File: config.mk
export PLATFORM = sky130hd
export DESIGN_NAME = ftdi_write_ctrl
export DESIGN_NICKNAME = d
export VERILOG_FILES = /design/src/rtl/ftdi_write_ctrl.sv
export SDC_FILE = /design/constraint.sdc
export NUM_CORES = 1
export LEC_CHECK = 0
export ABC_CLOCK_PERIOD_IN_PS = 2800
export BUFFER_PORTS_ARGS = -buffer_cell sky130_fd_sc_hd__buf_2
export CORE_MARGIN = 1
export CORE_UTILIZATION = 60
export DETAILED_ROUTE_END_ITERATION = 8
export PLACE_DENSITY = 0.78
export SYNTH_ARGS = -nofsm -noshare
export SYNTH_HDL_FRONTEND = slang
export SYNTH_SLANG_ARGS = --single-unit
export TNS_END_PERCENT = 20
File: constraint.sdc
create_clock -name clk_i -period 2.8 [get_ports clk_i]
set_input_delay 0.28 -clock clk_i [delete_from_list [all_inputs] [get_ports clk_i]]
set_output_delay 0.28 -clock clk_i [all_outputs]
set_load 0.02 [all_outputs]
File: src/rtl/ftdi_write_ctrl.sv
// FT245 sync-FIFO transmit controller: 16-byte buffer drained to the FTDI while TXE# is low, SIWU# on flush.
// Push at edge k drives WR#/data after edge k (commit at k+1); ready_o drops when full, TXE# high stalls WR#.
module ftdi_write_ctrl #(
  parameter int DEPTH_LOG2 = 4
) (
  input  logic                  clk_i,
  input  logic                  rst_i,
  input  logic [7:0]            data_i,
  input  logic                  valid_i,
  output logic                  ready_o,
  input  logic                  flush_i,
  input  logic                  txe_n_i,
  output logic                  wr_n_o,
  output logic [7:0]            data_o,
  output logic                  siwu_n_o,
  output logic [DEPTH_LOG2:0]   level_o
);

  localparam int DEPTH = 1 << DEPTH_LOG2;
  localparam logic [DEPTH_LOG2:0] FULL = (DEPTH_LOG2+1)'(DEPTH);

  logic [7:0]            mem [DEPTH];
  logic [DEPTH_LOG2-1:0] rd_ptr;
  logic [DEPTH_LOG2-1:0] wr_ptr;
  logic [DEPTH_LOG2-1:0] rd_ptr_next;
  logic [DEPTH_LOG2:0]   count;
  logic [DEPTH_LOG2:0]   count_next;
  logic                  push;
  logic                  commit;
  logic                  flush_pending;
  logic                  siwu_fire;

  assign ready_o = ~rst_i & (count != FULL);
  assign push    = valid_i & ready_o;
  // A byte only leaves the FIFO on an edge where the FTDI saw WR# low with room available.
  assign commit  = ~wr_n_o & ~txe_n_i;
  assign level_o = count;

  always_comb begin
    count_next = count;
    if (push && !commit)
      count_next = count + 1'b1;
    else if (!push && commit)
      count_next = count - 1'b1;
  end

  assign rd_ptr_next = commit ? rd_ptr + 1'b1 : rd_ptr;
  assign siwu_fire   = flush_pending & (count == '0) & wr_n_o;

  always_ff @(posedge clk_i) begin
    if (push)
      mem[wr_ptr] <= data_i;
  end

  always_ff @(posedge clk_i) begin
    if (rst_i) begin
      rd_ptr        <= '0;
      wr_ptr        <= '0;
      count         <= '0;
      wr_n_o        <= 1'b1;
      data_o        <= 8'h00;
      siwu_n_o      <= 1'b1;
      flush_pending <= 1'b0;
    end else begin
      if (push)
        wr_ptr <= wr_ptr + 1'b1;
      rd_ptr   <= rd_ptr_next;
      count    <= count_next;
      wr_n_o   <= ~((count_next != '0) & ~txe_n_i);
      // The new head is being written this edge when it lands on the next read slot.
      data_o   <= (push && (wr_ptr == rd_ptr_next)) ? data_i : mem[rd_ptr_next];
      siwu_n_o <= ~siwu_fire;
      flush_pending <= flush_i | (flush_pending & ~siwu_fire);
    end
  end

endmodule
Word-level counts from Yosys, hierarchy flattened. Memories as Yosys holds them, arrays and structs flattened. A register that Yosys moved wholly into a read port is not among the register bits. Index checks and enable logic that the tools add are counted.

Logic and storage cells: 36. Memory bits (writable): 128. Output and inout port bits: 16. Bits in registers: 16. Input port bits: 13. Memories: 1.

$add $sub $neg: 4. Reductions and logical operators: 6. Eq/ne operators: 1. Bitwise operators: 13. Mux-type cells: 5.

Memories: mem (depth 16, width 8, rd ports 1, clocked after Yosys merged registers in 1, write ports 1, line 22) `logic [7:0] mem [DEPTH];`.

Operators with widths (count): 5-bit 2-to-1 mux (2); 4-bit by 1-bit adder with 4-bit output (second input constant) (2); 1-bit bitwise AND (7); 5-bit by 1-bit adder with 5-bit output (second input constant) (1); 5-bit logical NOT (1); 5-bit inequality test (second input constant) (1); 1-bit NOT (5); 5-bit nonzero test (1); 5-bit by 1-bit subtractor with 5-bit output (second input constant) (1); 4-bit 2-to-1 mux (1); 1-bit logical AND (2); 1-bit logical NOT (2); 1-bit 2-to-1 mux (2); 1-bit bitwise OR (1).

Depth between registers and ports, before layout.
Word-level depth: 10. Depth in mapped cells: 9. Depth with buffers taken out: 8.

Worst setup path after synthesis. No wires, ideal clock.

Path type: flip-flop to flip-flop. Start: register count[0] (netlist: level_o[0]). End: memory mem[3][0], enable pin. Path buffers: 1. Clock period less this slack: 2.625 ns. Library setup time: 0.383 ns. Data required time: 2.417 ns. Cell stages (with the launch flop): 8. Path slack: 0.175 ns. Data arrival time: 2.241 ns. Cell sequence: dfxtp_1 > inv_1 > ha_1 > nor3b_1 > a21oi_1 > buf_2 > nand2_1 > nor3_1.

Word-level cells in the longest chain between the ends: 5.

RTL lines: start, declared (line 26) `logic [DEPTH_LOG2:0] count;`; start signal, assigned (line 68) `count <= count_next;`; 5-bit inequality test (line 33) `assign ready_o = ~rst_i & (count != FULL);`; 1-bit bitwise AND (line 33); 1-bit bitwise AND (line 34) `assign push = valid_i & ready_o;`; 1-bit 2-to-1 mux (line 51) `if (push)`; 1-bit 2-to-1 mux (implied by the code) (line 52) `mem[wr_ptr] <= data_i;`; end, declared (line 22).

Every way passes these cells.

Worst setup path after layout.
Start: register rd_ptr[1]. End: register data_o[7], read port of mem.

Word-level cells in the longest chain between the ends: 2.

RTL lines: start, declared (line 23) `logic [DEPTH_LOG2-1:0] rd_ptr;`; start signal, assigned (line 67) `rd_ptr <= rd_ptr_next;`; 4-bit by 1-bit adder with 4-bit output (line 47) `assign rd_ptr_next = commit ? rd_ptr + 1'b1 : rd_ptr;`; 4-bit 2-to-1 mux (*) (line 47); end, declared (line 14) `output logic [7:0] data_o,`.

Every way passes the cells marked *; elsewhere a longest branch is shown, timed or not. A chain may end at the register's enable or synchronous reset.

==> flow_summary.yaml <==
grt:
  grt_max_degree: 36
  grt-busiest-layer: "met2"
  antenna_found_initial: 0
  grt_util_met1_pct: 36.3
  grt_use_met3_pct: 5.29
  grt_pass1_wl_mm: 22.8
  grt_usage_pct: 27.9
  grt_overflow: 0
  first_global_vias: 4172
  globalRouteMet2Util_pct: 46.4
power:
  swShare_pct: 26.6
  p_comb_share_pct: 13.5
  power_density_mw_per_mm2: 730
  p_seq_share_pct: 47.1
  finalPower_uw: 5460
  cellInternalPower_uw: 4010
  pwr-share-clk_pct: 39.4
  leakagePower_uw: 0.00267
  p_switching_uw: 1450
  ir_drop_v: 0.000634
critical_path:
  crit_arrival_ns: 2.97
  critPathLaunchType: "flop"
  critPathKind: "flop to flop"
  worstSetupEndpointType: "flop"
  crit_fanout: 16
  cp.required_ns: 3.14
floorplanning:
  die_x_um: 107
  fp.dieH_um: 107
  io_pins: 29
  core_area_sq_mm: 0.0105
  initial_core_util_pct: 62.7
  die-area_sq_mm: 0.0114
  num_rows: 37
route:
  postRouteAntennaNets: 0
  wl_mm: 14.9
  wire_per_inst_um: 22.4
  vias: 4280
  viasPerCell: 6.43
  drc: 0
  first_pass_iters: 6
  drtIter0Drc: 370
timing:
  setup_viol: 0
  fin_skew_ns: 0.00782
  slew_headroom_pct: 24.0
  rsz0062_at_grt: "false"
  worst_slew_pin_slew_ns: 1.14
  setup-tns-final_ns: 0
  min_period_ns: 2.63
  fmax_ghz: 0.380
  fin_crit_sh_pct: 93.9
  hold_viol: 0
  report.final.slew_viol_count: 0
synthesis:
  syn_avg_cell_area_sq_um: 14.1
  synth_edf_count: 128
  ys_types: 68
  syn_nets: 486
  ys_ff_latch: 152
  synth_common_cells: "128 x edfxtp_1, 42 x nand2_1, 35 x nor2_1"
  async_flop_share_pct: 0
  netlist_instances: 466
  synth-warning-count: 0
  ys_seq_area_share_pct: 65.9
  yosysMostFrequentCell: "edfxtp_1"
  ys_top_cells_by_area: "edfxtp_1 59%, dfxtp_1 7.3%, mux2i_1 3.4%, nand2_1 2.4%, nor2_1 2.0%"
  synth.top_cell.area_share_pct: 58.6
  synth_top_area_cell: "edfxtp_1"
  synthFlopType: "edfxtp_1"
  synth_area_sq_mm: 0.00656
layout:
  areaGrowthSynthToFinish_pct: 14.0
  fin_cells: 666
  diodes: 0
  fin_nets: 537
  layout-drive-gt1-share_pct: 22.6
  final_area_sq_mm: 0.00748
  post-route-util_pct: 71.5
  fillers: 687
cts:
  cts_setup_buffers: 0
  clock-root-buffer: "clkbuf_8"
  clock_path_buffers: 2
  clock-sinks: 152
  cts_buffers: 17
  worstSkewPairLatency_ns: 0.52
  cts.clk_slew.worst_paths_ns: 0.06
  htreeDepth: 4
  cts_tree: "done"
job:
  maxCapViolCount: 0
min_path:
  hold_path.class: "primary input to flop"
outcome:
  outcome: "finished, final reports clean"
place:
  dp.cells: 633
  postPlaceCellArea_sq_mm: 0.00691
  routabilityCongestion: 0.889
  io_buffers: 28
  dp_hpwl_mm: 9.42
## path summary, 6_finish.rpt
| check | from | to | slack (ns) | depth (start not counted) |
|---|---|---|---|---|
| setup / recovery | rd_ptr[1] | data_o[7] | 0.17 | 7 |
| hold / removal | data_i[4] | mem[11][4] | 0.15 | 1 |
| setup reg to reg | rd_ptr[1] | data_o[7] | 0.17 | 7 |
| hold reg to reg | flush_pending | siwu_n_o | 0.42 | 1 |
## flip-flops by register name, summed over array words and instances (netlist names)
| name | count |
|---|---|
| siwu_n_o | 1 |
| rd_ptr | 4 |
| flush_pending | 1 |
| data_o | 8 |
| mem | 128 |
| wr_n_o | 1 |
| wr_ptr | 4 |
| level_o | 5 |
## cell usage in the layout, fill, tap and decap left out, drive strengths merged, types with 6 or more instances in the layout
cell and count:
clkbuf 18, mux2 12, a311oi 10, nor3 10
a221oi 12, mux2i 22, dfxtp 24, inv 10
a211o 6, xor2 6, buf 57, a22oi 6
a21oi 20, a311o 6, and3 10, nor2 37
clkinv 7, nand2 44, o221ai 6, edfxtp 128
ha 7, o21ai 12
## metrics by stage
| stage | worst slack [ns] | hold slack, ns |
|---|---|---|
| 2_1_floorplan | 0.175 | 0.379 |
| 3_3_place_gp | 0.302 | 0.393 |
| 3_5_place_dp | 0.240 | 0.402 |
| 4_1_cts | 0.203 | 0.125 |
| 5_1_grt | 0.00471 | 0.132 |
| 6_report | 0.172 | 0.150 |
## what timing repair did
| item | CTS | global route |
|---|---|---|
| hold endpoints to repair | 1 | 0 |
| gates resized for setup | 0 | 0 |
| hold buffers | 1 | 0 |
## layout make-up
type | instances | area, sq um | area share (%)
tap | 136 | 170 | 2.28
timing repair buffer | 58 | 368 | 4.92
sequential | 152 | 4320 | 57.8
inverter | 5 | 18.8 | 0.251
clock inverter | 14 | 143 | 1.91
multi-input combinational | 283 | 2040 | 27.2
clock buffer | 18 | 418 | 5.59
## routing by layer
metal / share of wire, % / vias up
met1: 38 / 2073
li1: - / 1908
met5: 0 / -
met3: 8.5 / 35
met2: 51 / 264
met4: 2.5 / 0
## worst max-delay path, cell delays in order (launching register included)
cell and delay [ns]:
dfxtp_1 0.49, ha_1 0.28, nor3b_4 0.33, xor2_4 0.42
xnor2_1 0.19, o211ai_2 0.42, nor2_1 0.25, a311oi_2 0.07
## power groups by stage
stage	sequential, uW	clock, uW	combinational [uW]
after floorplan	2650	0	479
after global placement	2610	0	703
after detailed placement	2620	0	725
after CTS	2570	2170	733
after global routing	2570	2260	790
final	2570	2150	737
## kinds of logic after synthesis
kind of cell | count (synthesis) | share of synthesized area [%]
and+or+nand+nor | 128 | 9.74
adders and majority gates | 7 | 1.33
muxes | 35 | 5.76
AOI/OAI and AO/OA | 102 | 12.3
xor gates and xnor gates | 11 | 1.87
DFF | 152 | 65.9
buffers and inverters | 31 | 3.07
No activity file was read; power rests on OpenSTA's default activity.
